--- config.mk ---
export PLATFORM = sky130hd
export DESIGN_NAME = hazard_ctrl
export DESIGN_NICKNAME = d
export VERILOG_FILES = /design/src/rtl/hazard_pkg.sv /design/src/rtl/hazard_ctrl_forward_unit.sv /design/src/rtl/hazard_ctrl.sv
export SDC_FILE = /design/constraint.sdc
export NUM_CORES = 1
export LEC_CHECK = 0
export ABC_AREA = 0
export ABC_CLOCK_PERIOD_IN_PS = 2700
export BUFFER_PORTS_ARGS = -buffer_cell sky130_fd_sc_hd__buf_2
export CAP_MARGIN = 20
export CORE_MARGIN = 2
export CORE_UTILIZATION = 39
export CTS_CLUSTER_DIAMETER = 60
export CTS_CLUSTER_SIZE = 8
export DETAILED_ROUTE_END_ITERATION = 7
export GPL_TIMING_DRIVEN = 0
export PLACE_DENSITY_LB_ADDON = 0.3
export SLEW_MARGIN = 30
export SYNTH_ARGS = -nofsm -noshare
export SYNTH_HDL_FRONTEND = slang
export SYNTH_HIERARCHICAL = 1
export SYNTH_SLANG_ARGS = --single-unit
--- constraint.sdc ---
create_clock -name clk -period 2.7 [get_ports clk]
set_input_delay 0.405 -clock clk [delete_from_list [all_inputs] [get_ports clk]]
set_output_delay 0.405 -clock clk [all_outputs]
set_load 0.05 [all_outputs]
--- src/rtl/hazard_pkg.sv ---
// Shared types and constants for the pipeline hazard controller.
package hazard_pkg;

    typedef enum logic [1:0] {
        FWD_NONE = 2'b00,
        FWD_WB   = 2'b01,
        FWD_MEM  = 2'b10
    } fwd_sel_e;

    typedef enum logic {
        RUN      = 1'b0,
        MEM_WAIT = 1'b1
    } hz_state_e;

    localparam logic [31:0] NOP_INSTR = 32'h00000013;
    localparam logic [4:0]  REG_X0    = 5'd0;

    // x0 is hardwired to zero, so it never produces a real dependency.
    function automatic logic reg_match(input logic [4:0] rd, input logic [4:0] rs);
        return (rd != REG_X0) && (rd == rs);
    endfunction

endpackage

--- src/rtl/hazard_ctrl_forward_unit.sv ---
// E-stage operand forwarding select: M-stage result wins over W-stage result.
module forward_unit
    import hazard_pkg::*;
(
    input  logic [4:0] rs_e_i,
    input  logic [4:0] rd_m_i,
    input  logic [4:0] rd_w_i,
    input  logic       reg_write_m_i,
    input  logic       reg_write_w_i,
    output logic [1:0] fwd_sel_o
);

    always_comb begin
        fwd_sel_o = FWD_NONE;
        if (reg_write_m_i && reg_match(rd_m_i, rs_e_i)) begin
            fwd_sel_o = FWD_MEM;
        end else if (reg_write_w_i && reg_match(rd_w_i, rs_e_i)) begin
            fwd_sel_o = FWD_WB;
        end
    end

endmodule

--- src/rtl/hazard_ctrl.sv ---
// Pipeline stall/flush/forwarding sequencer for the 5-stage core.
// Performance counters are built only when HAZARD_PERF_CNT_EN is defined.
module hazard_ctrl
    import hazard_pkg::*;
#(
    parameter int MEM_TIMEOUT = 16,
    parameter int PERF_W      = 32
) (
    input  logic              clk,
    input  logic              rst_n,
    input  logic [4:0]        Rs1D,
    input  logic [4:0]        Rs2D,
    input  logic [4:0]        Rs1E,
    input  logic [4:0]        Rs2E,
    input  logic [4:0]        RdE,
    input  logic [4:0]        RdM,
    input  logic [4:0]        RdW,
    input  logic              RegWriteM,
    input  logic              RegWriteW,
    input  logic              ResultSrcE0,
    input  logic              PCSrcE,
    input  logic              MemReqM,
    input  logic              MemReadyM,
    output logic              StallF,
    output logic              StallD,
    output logic              StallE,
    output logic              StallM,
    output logic              FlushD,
    output logic              FlushE,
    output logic [1:0]        ForwardAE,
    output logic [1:0]        ForwardBE,
    output logic              MemErr,
    output logic [PERF_W-1:0] StallCnt,
    output logic [PERF_W-1:0] FlushCnt,
    output logic              DbgState
);

    localparam int CNT_W = (MEM_TIMEOUT < 1) ? 1 : $clog2(MEM_TIMEOUT + 1);
    localparam logic [CNT_W-1:0] CNT_ONE = CNT_W'(1);
    localparam logic [CNT_W-1:0] CNT_MAX = CNT_W'(MEM_TIMEOUT);

    hz_state_e        state_q, state_d;
    logic [CNT_W-1:0] wait_cnt_q, wait_cnt_d;
    logic             flush_pend_q;
    logic             mem_hold;
    logic             load_use;
    logic [1:0]       fwd_a, fwd_b;

    forward_unit u_fwd_a (
        .rs_e_i        (Rs1E),
        .rd_m_i        (RdM),
        .rd_w_i        (RdW),
        .reg_write_m_i (RegWriteM),
        .reg_write_w_i (RegWriteW),
        .fwd_sel_o     (fwd_a)
    );

    forward_unit u_fwd_b (
        .rs_e_i        (Rs2E),
        .rd_m_i        (RdM),
        .rd_w_i        (RdW),
        .reg_write_m_i (RegWriteM),
        .reg_write_w_i (RegWriteW),
        .fwd_sel_o     (fwd_b)
    );

    // E holds reset garbage while the post-reset flush is pending; never forward into it.
    assign ForwardAE = flush_pend_q ? FWD_NONE : fwd_a;
    assign ForwardBE = flush_pend_q ? FWD_NONE : fwd_b;
    assign DbgState  = (state_q == MEM_WAIT);

    always_ff @(posedge clk or negedge rst_n) begin
        if (!rst_n) begin
            state_q      <= RUN;
            wait_cnt_q   <= '0;
            flush_pend_q <= 1'b1;
        end else begin
            state_q      <= state_d;
            wait_cnt_q   <= wait_cnt_d;
            flush_pend_q <= 1'b0;
        end
    end

    always_comb begin
        state_d    = state_q;
        wait_cnt_d = wait_cnt_q;
        mem_hold   = 1'b0;
        MemErr     = 1'b0;
        case (state_q)
            RUN: begin
                if (!flush_pend_q && MemReqM && !MemReadyM) begin
                    mem_hold   = 1'b1;
                    state_d    = MEM_WAIT;
                    wait_cnt_d = CNT_ONE;
                end
            end
            MEM_WAIT: begin
                if (MemReadyM) begin
                    state_d    = RUN;
                    wait_cnt_d = '0;
                end else if (wait_cnt_q == CNT_MAX) begin
                    // Abandon the access: release the pipe and report once.
                    state_d    = RUN;
                    wait_cnt_d = '0;
                    MemErr     = 1'b1;
                end else begin
                    mem_hold   = 1'b1;
                    wait_cnt_d = wait_cnt_q + CNT_ONE;
                end
            end
            default: begin
                state_d    = RUN;
                wait_cnt_d = '0;
            end
        endcase
    end

    assign load_use = ResultSrcE0 && (reg_match(RdE, Rs1D) || reg_match(RdE, Rs2D));

    always_comb begin
        StallF = 1'b0;
        StallD = 1'b0;
        StallE = 1'b0;
        StallM = 1'b0;
        FlushD = 1'b0;
        FlushE = 1'b0;
        if (flush_pend_q) begin
            FlushD = 1'b1;
            FlushE = 1'b1;
        end else if (mem_hold) begin
            StallF = 1'b1;
            StallD = 1'b1;
            StallE = 1'b1;
            StallM = 1'b1;
        end else if (PCSrcE) begin
            FlushD = 1'b1;
            FlushE = 1'b1;
        end else if (load_use) begin
            StallF = 1'b1;
            StallD = 1'b1;
            FlushE = 1'b1;
        end
    end

`ifdef HAZARD_PERF_CNT_EN
    logic [PERF_W-1:0] stall_cnt_q, flush_cnt_q;

    always_ff @(posedge clk or negedge rst_n) begin
        if (!rst_n) begin
            stall_cnt_q <= '0;
            flush_cnt_q <= '0;
        end else begin
            if (StallF) stall_cnt_q <= stall_cnt_q + PERF_W'(1);
            if (FlushE) flush_cnt_q <= flush_cnt_q + PERF_W'(1);
        end
    end

    assign StallCnt = stall_cnt_q;
    assign FlushCnt = flush_cnt_q;
`else
    assign StallCnt = '0;
    assign FlushCnt = '0;
`endif

endmodule

==> flow_summary.json <==
{
  "postSynth.asyncResetShare_pct": 100.0,
  "path_clk_slew_ns": 0.05,
  "placementRows": 21,
  "post-route-cell-area_sq_um": 2034,
  "nNetsFinal": 343,
  "syn_area_sq_um": 1394,
  "critPathCaptureType": "output pin",
  "initial_utilization_pct": 41.12,
  "grt_max_degree": 9,
  "coreArea_sq_um": 3390,
  "clk_root_buffer_cell": "clkbuf_4",
  "min_path_cells": 2,
  "yosys_most_used_dff": "dfrtp_1",
  "area_growth_pct": 45.96,
  "drt_iter0_markers": 49,
  "max_stage_delay_ns": 0.40,
  "postPlaceCellArea_sq_um": 1977,
  "antennaDiodeCount": 0,
  "cts_max_level": 1,
  "wl_per_cell_um": 8.793,
  "ios": 119,
  "holdCritPathClass": "in -> reg",
  "wirelength_um": 3016,
  "ys_ff_latch": 7,
  "cts_buffers": 3,
  "ant_nets": 0,
  "crit_path_top_delay_cell": "dfrtp_1",
  "power.density_nw_per_um2": 336.5,
  "drive_above_1_share_pct": 45.79,
  "yosysWarnings": 6,
  "period_needed_ns": 2.603,
  "hpwl_um": 2762,
  "fmax_mhz": 384.1,
  "cts_sinks": 7,
  "synth_cells": 173,
  "place_congestion": 0.8623,
  "crit_start": "wait_cnt_q[0]",
  "overflow": 0,
  "timing.rr.end": "wait_cnt_q[2]",
  "setup_violations": 0,
  "insertion_delay_ns": 0.25,
  "vdd_ir_drop_max_mv": 0.1516,
  "crit_arrival_ns": 2.20,
  "hold_viol_final": 0,
  "die-area_sq_um": 4068,
  "ys_seq_area_share_pct": 12.66,
  "crit_end": "StallF",
  "synth_edf_count": 0,
  "timing.hold.ws_ns": 0.3788,
  "chipWidth_um": 63.78,
  "finClkSkew_ns": 0.001341,
  "first_global_vias": 1261,
  "synthDistinctLibCells": 36,
  "cellLeakagePower_uw": 0.001170,
  "crit_path_cell_trace": "inv_1, ha_1, nor4bb_4, a211o_1, a21o_2, o31ai_4, buf_6, buf_4",
  "syn_avg_cell_area_sq_um": 8.057,
  "drv_slew": 0,
  "vias_per_cell": 3.878,
  "clock_path_buffers": 2,
  "die-height_um": 63.78,
  "grt_pass1_wl_um": 4954,
  "reg2reg_depth": 5,
  "cts_tree": "yes",
  "critPathLaunchType": "flop",
  "dr.pass1.iters": 4,
  "via_count": 1330,
  "path_max_fanout": 4,
  "grt_usage_pct": 14.87,
  "post-route-period-util_pct": 96.42,
  "crit_type": "reg -> out",
  "antenna_found_initial": 0,
  "r2r_slack_ns": 1.27,
  "port_buffers": 54,
  "maxCapViolCount": 0,
  "outcome": "finished clean",
  "required_ns": 2.30,
  "worstReg2RegStart": "DbgState",
  "drc": 0
}
[timing repair]
item	CTS	global route
endpoints found under the hold margin	6	0
cloned	0	0
buffers inserted	0	1
resized for setup	1	2
pin swaps	0	0
hold buffers	1	0
endpoints found under the setup margin	1	3
[per-layer routing]
layer  global-route usage [%]  part of all wire (%)
met3                    2.993                   9.9
met1                    15.74                    37
met5                        0                     0
met4                    6.793                   1.8
met2                    27.86                    51
[cells by family (layout without fill, tap and decap cells)]
family          count (synthesis)  after routing  synth area share [%]
flops                           7              7                 12.66
buf+inv                        70            130                 36.71
mux                             1              1                0.7182
fa+ha+maj                       2              2                 1.795
xor+xnor                       26             26                 16.34
other cells                     1             65                0.2690
compound gates                 23             23                 13.91
simple gates                   43             43                 17.60
[worst max-delay path, delay by kind of cell (launching register included)]
| kind | cells | cell delay, ns |
|---|---|---|
| buf+inv | 3 | 0.38 |
| compound gates | 3 | 0.78 |
| fa+ha+maj | 1 | 0.22 |
| flops | 1 | 0.40 |
| simple gates | 1 | 0.18 |
[cells in the final DEF, fill, tap and decap left out, types with 4 or more instances in the layout]
cell / n
nor3_1: 6
dfrtp_1: 5
clkbuf_4: 4
buf_4: 67
xnor2_1: 10
a21oi_1: 4
xor2_1: 16
nand2_1: 5
nor2_1: 8
nor2b_1: 5
nand3_1: 7
conb_1: 65
buf_2: 52
[cell usage after synthesis, types with 2 or more instances]
| master | instances | share of area [%] |
|---|---|---|
| a22o_1 | 2 | 1.3 |
| buf_4 | 66 | 36 |
| a211oi_2 | 2 | 1.8 |
| ha_1 | 2 | 1.8 |
| nor4_1 | 2 | 0.90 |
| nor3_1 | 6 | 2.2 |
| nand2b_1 | 2 | 0.90 |
| xor2_1 | 16 | 10 |
| a21o_1 | 3 | 1.6 |
| nor3_2 | 2 | 1.4 |
| o41ai_2 | 2 | 2.3 |
| inv_1 | 3 | 0.81 |
| o21bai_1 | 2 | 1.1 |
| a21oi_1 | 4 | 1.4 |
| a22oi_1 | 2 | 1.1 |
| nand3_1 | 7 | 2.5 |
| nor2b_1 | 5 | 2.2 |
| xnor2_1 | 10 | 6.3 |
| o21ai_0 | 2 | 0.72 |
| dfrtp_1 | 6 | 11 |
| nand2_1 | 5 | 1.3 |
| nor2_1 | 8 | 2.2 |
[worst min-delay path by stage]
stage | start | to | slack (ns)
final | MemReadyM | DbgState | 0.38
after floorplan | rst_n | DbgState | 0.11
after CTS | MemReadyM | DbgState | 0.38
after global routing | MemReadyM | DbgState | 0.39
after global placement | rst_n | wait_cnt_q[4] | 0.25
after detailed placement | rst_n | wait_cnt_q[4] | 0.25
[state kept, by name (all words and copies together) (netlist names)]
| signal | flops |
|---|---|
| flush_pend_q | 1 |
| wait_cnt_q | 5 |
| DbgState | 1 |
[stage by stage]
step | setup TNS (ns) | worst slack [ns] | std cells | power (uW) | utilization (%)
after floorplan | 0 | 0.04697 | 237 | 505.7 | -
after global placement | 0 | 0.2830 | 337 | 576.3 | 58.32
after detailed placement | 0 | 0.2667 | 337 | 580.1 | 58.32
after CTS | 0 | 0.05106 | 342 | 676.2 | 59.47
after global routing | -0.003585 | -0.003585 | 343 | 730.3 | 60.02
final | 0 | 0.09667 | 343 | 684.6 | 60.02
[where the power goes]
group | leakage [uW] | total, uW | internal [uW] | switching, uW
Clock | 0.0000150 | 92.2 | 56.2 | 36.0
Combinational | 0.00107 | 463 | 151 | 312
Sequential | 0.0000884 | 129 | 116 | 13.7
Total | 0.00117 | 685 | 323 | 361
[final cells by class]
| type | count | area, sq um |
|---|---|---|
| fillers | 343 | 1355 |
| inverters | 3 | 11.26 |
| flip-flops and latches | 7 | 177.7 |
| repair buffers | 56 | 292.8 |
| multi-input cells | 160 | 964.7 |
| plain buffers | 67 | 504.2 |
| well taps | 46 | 57.56 |
| clock buffers | 4 | 26.28 |
(Power assumes the default switching activity.)
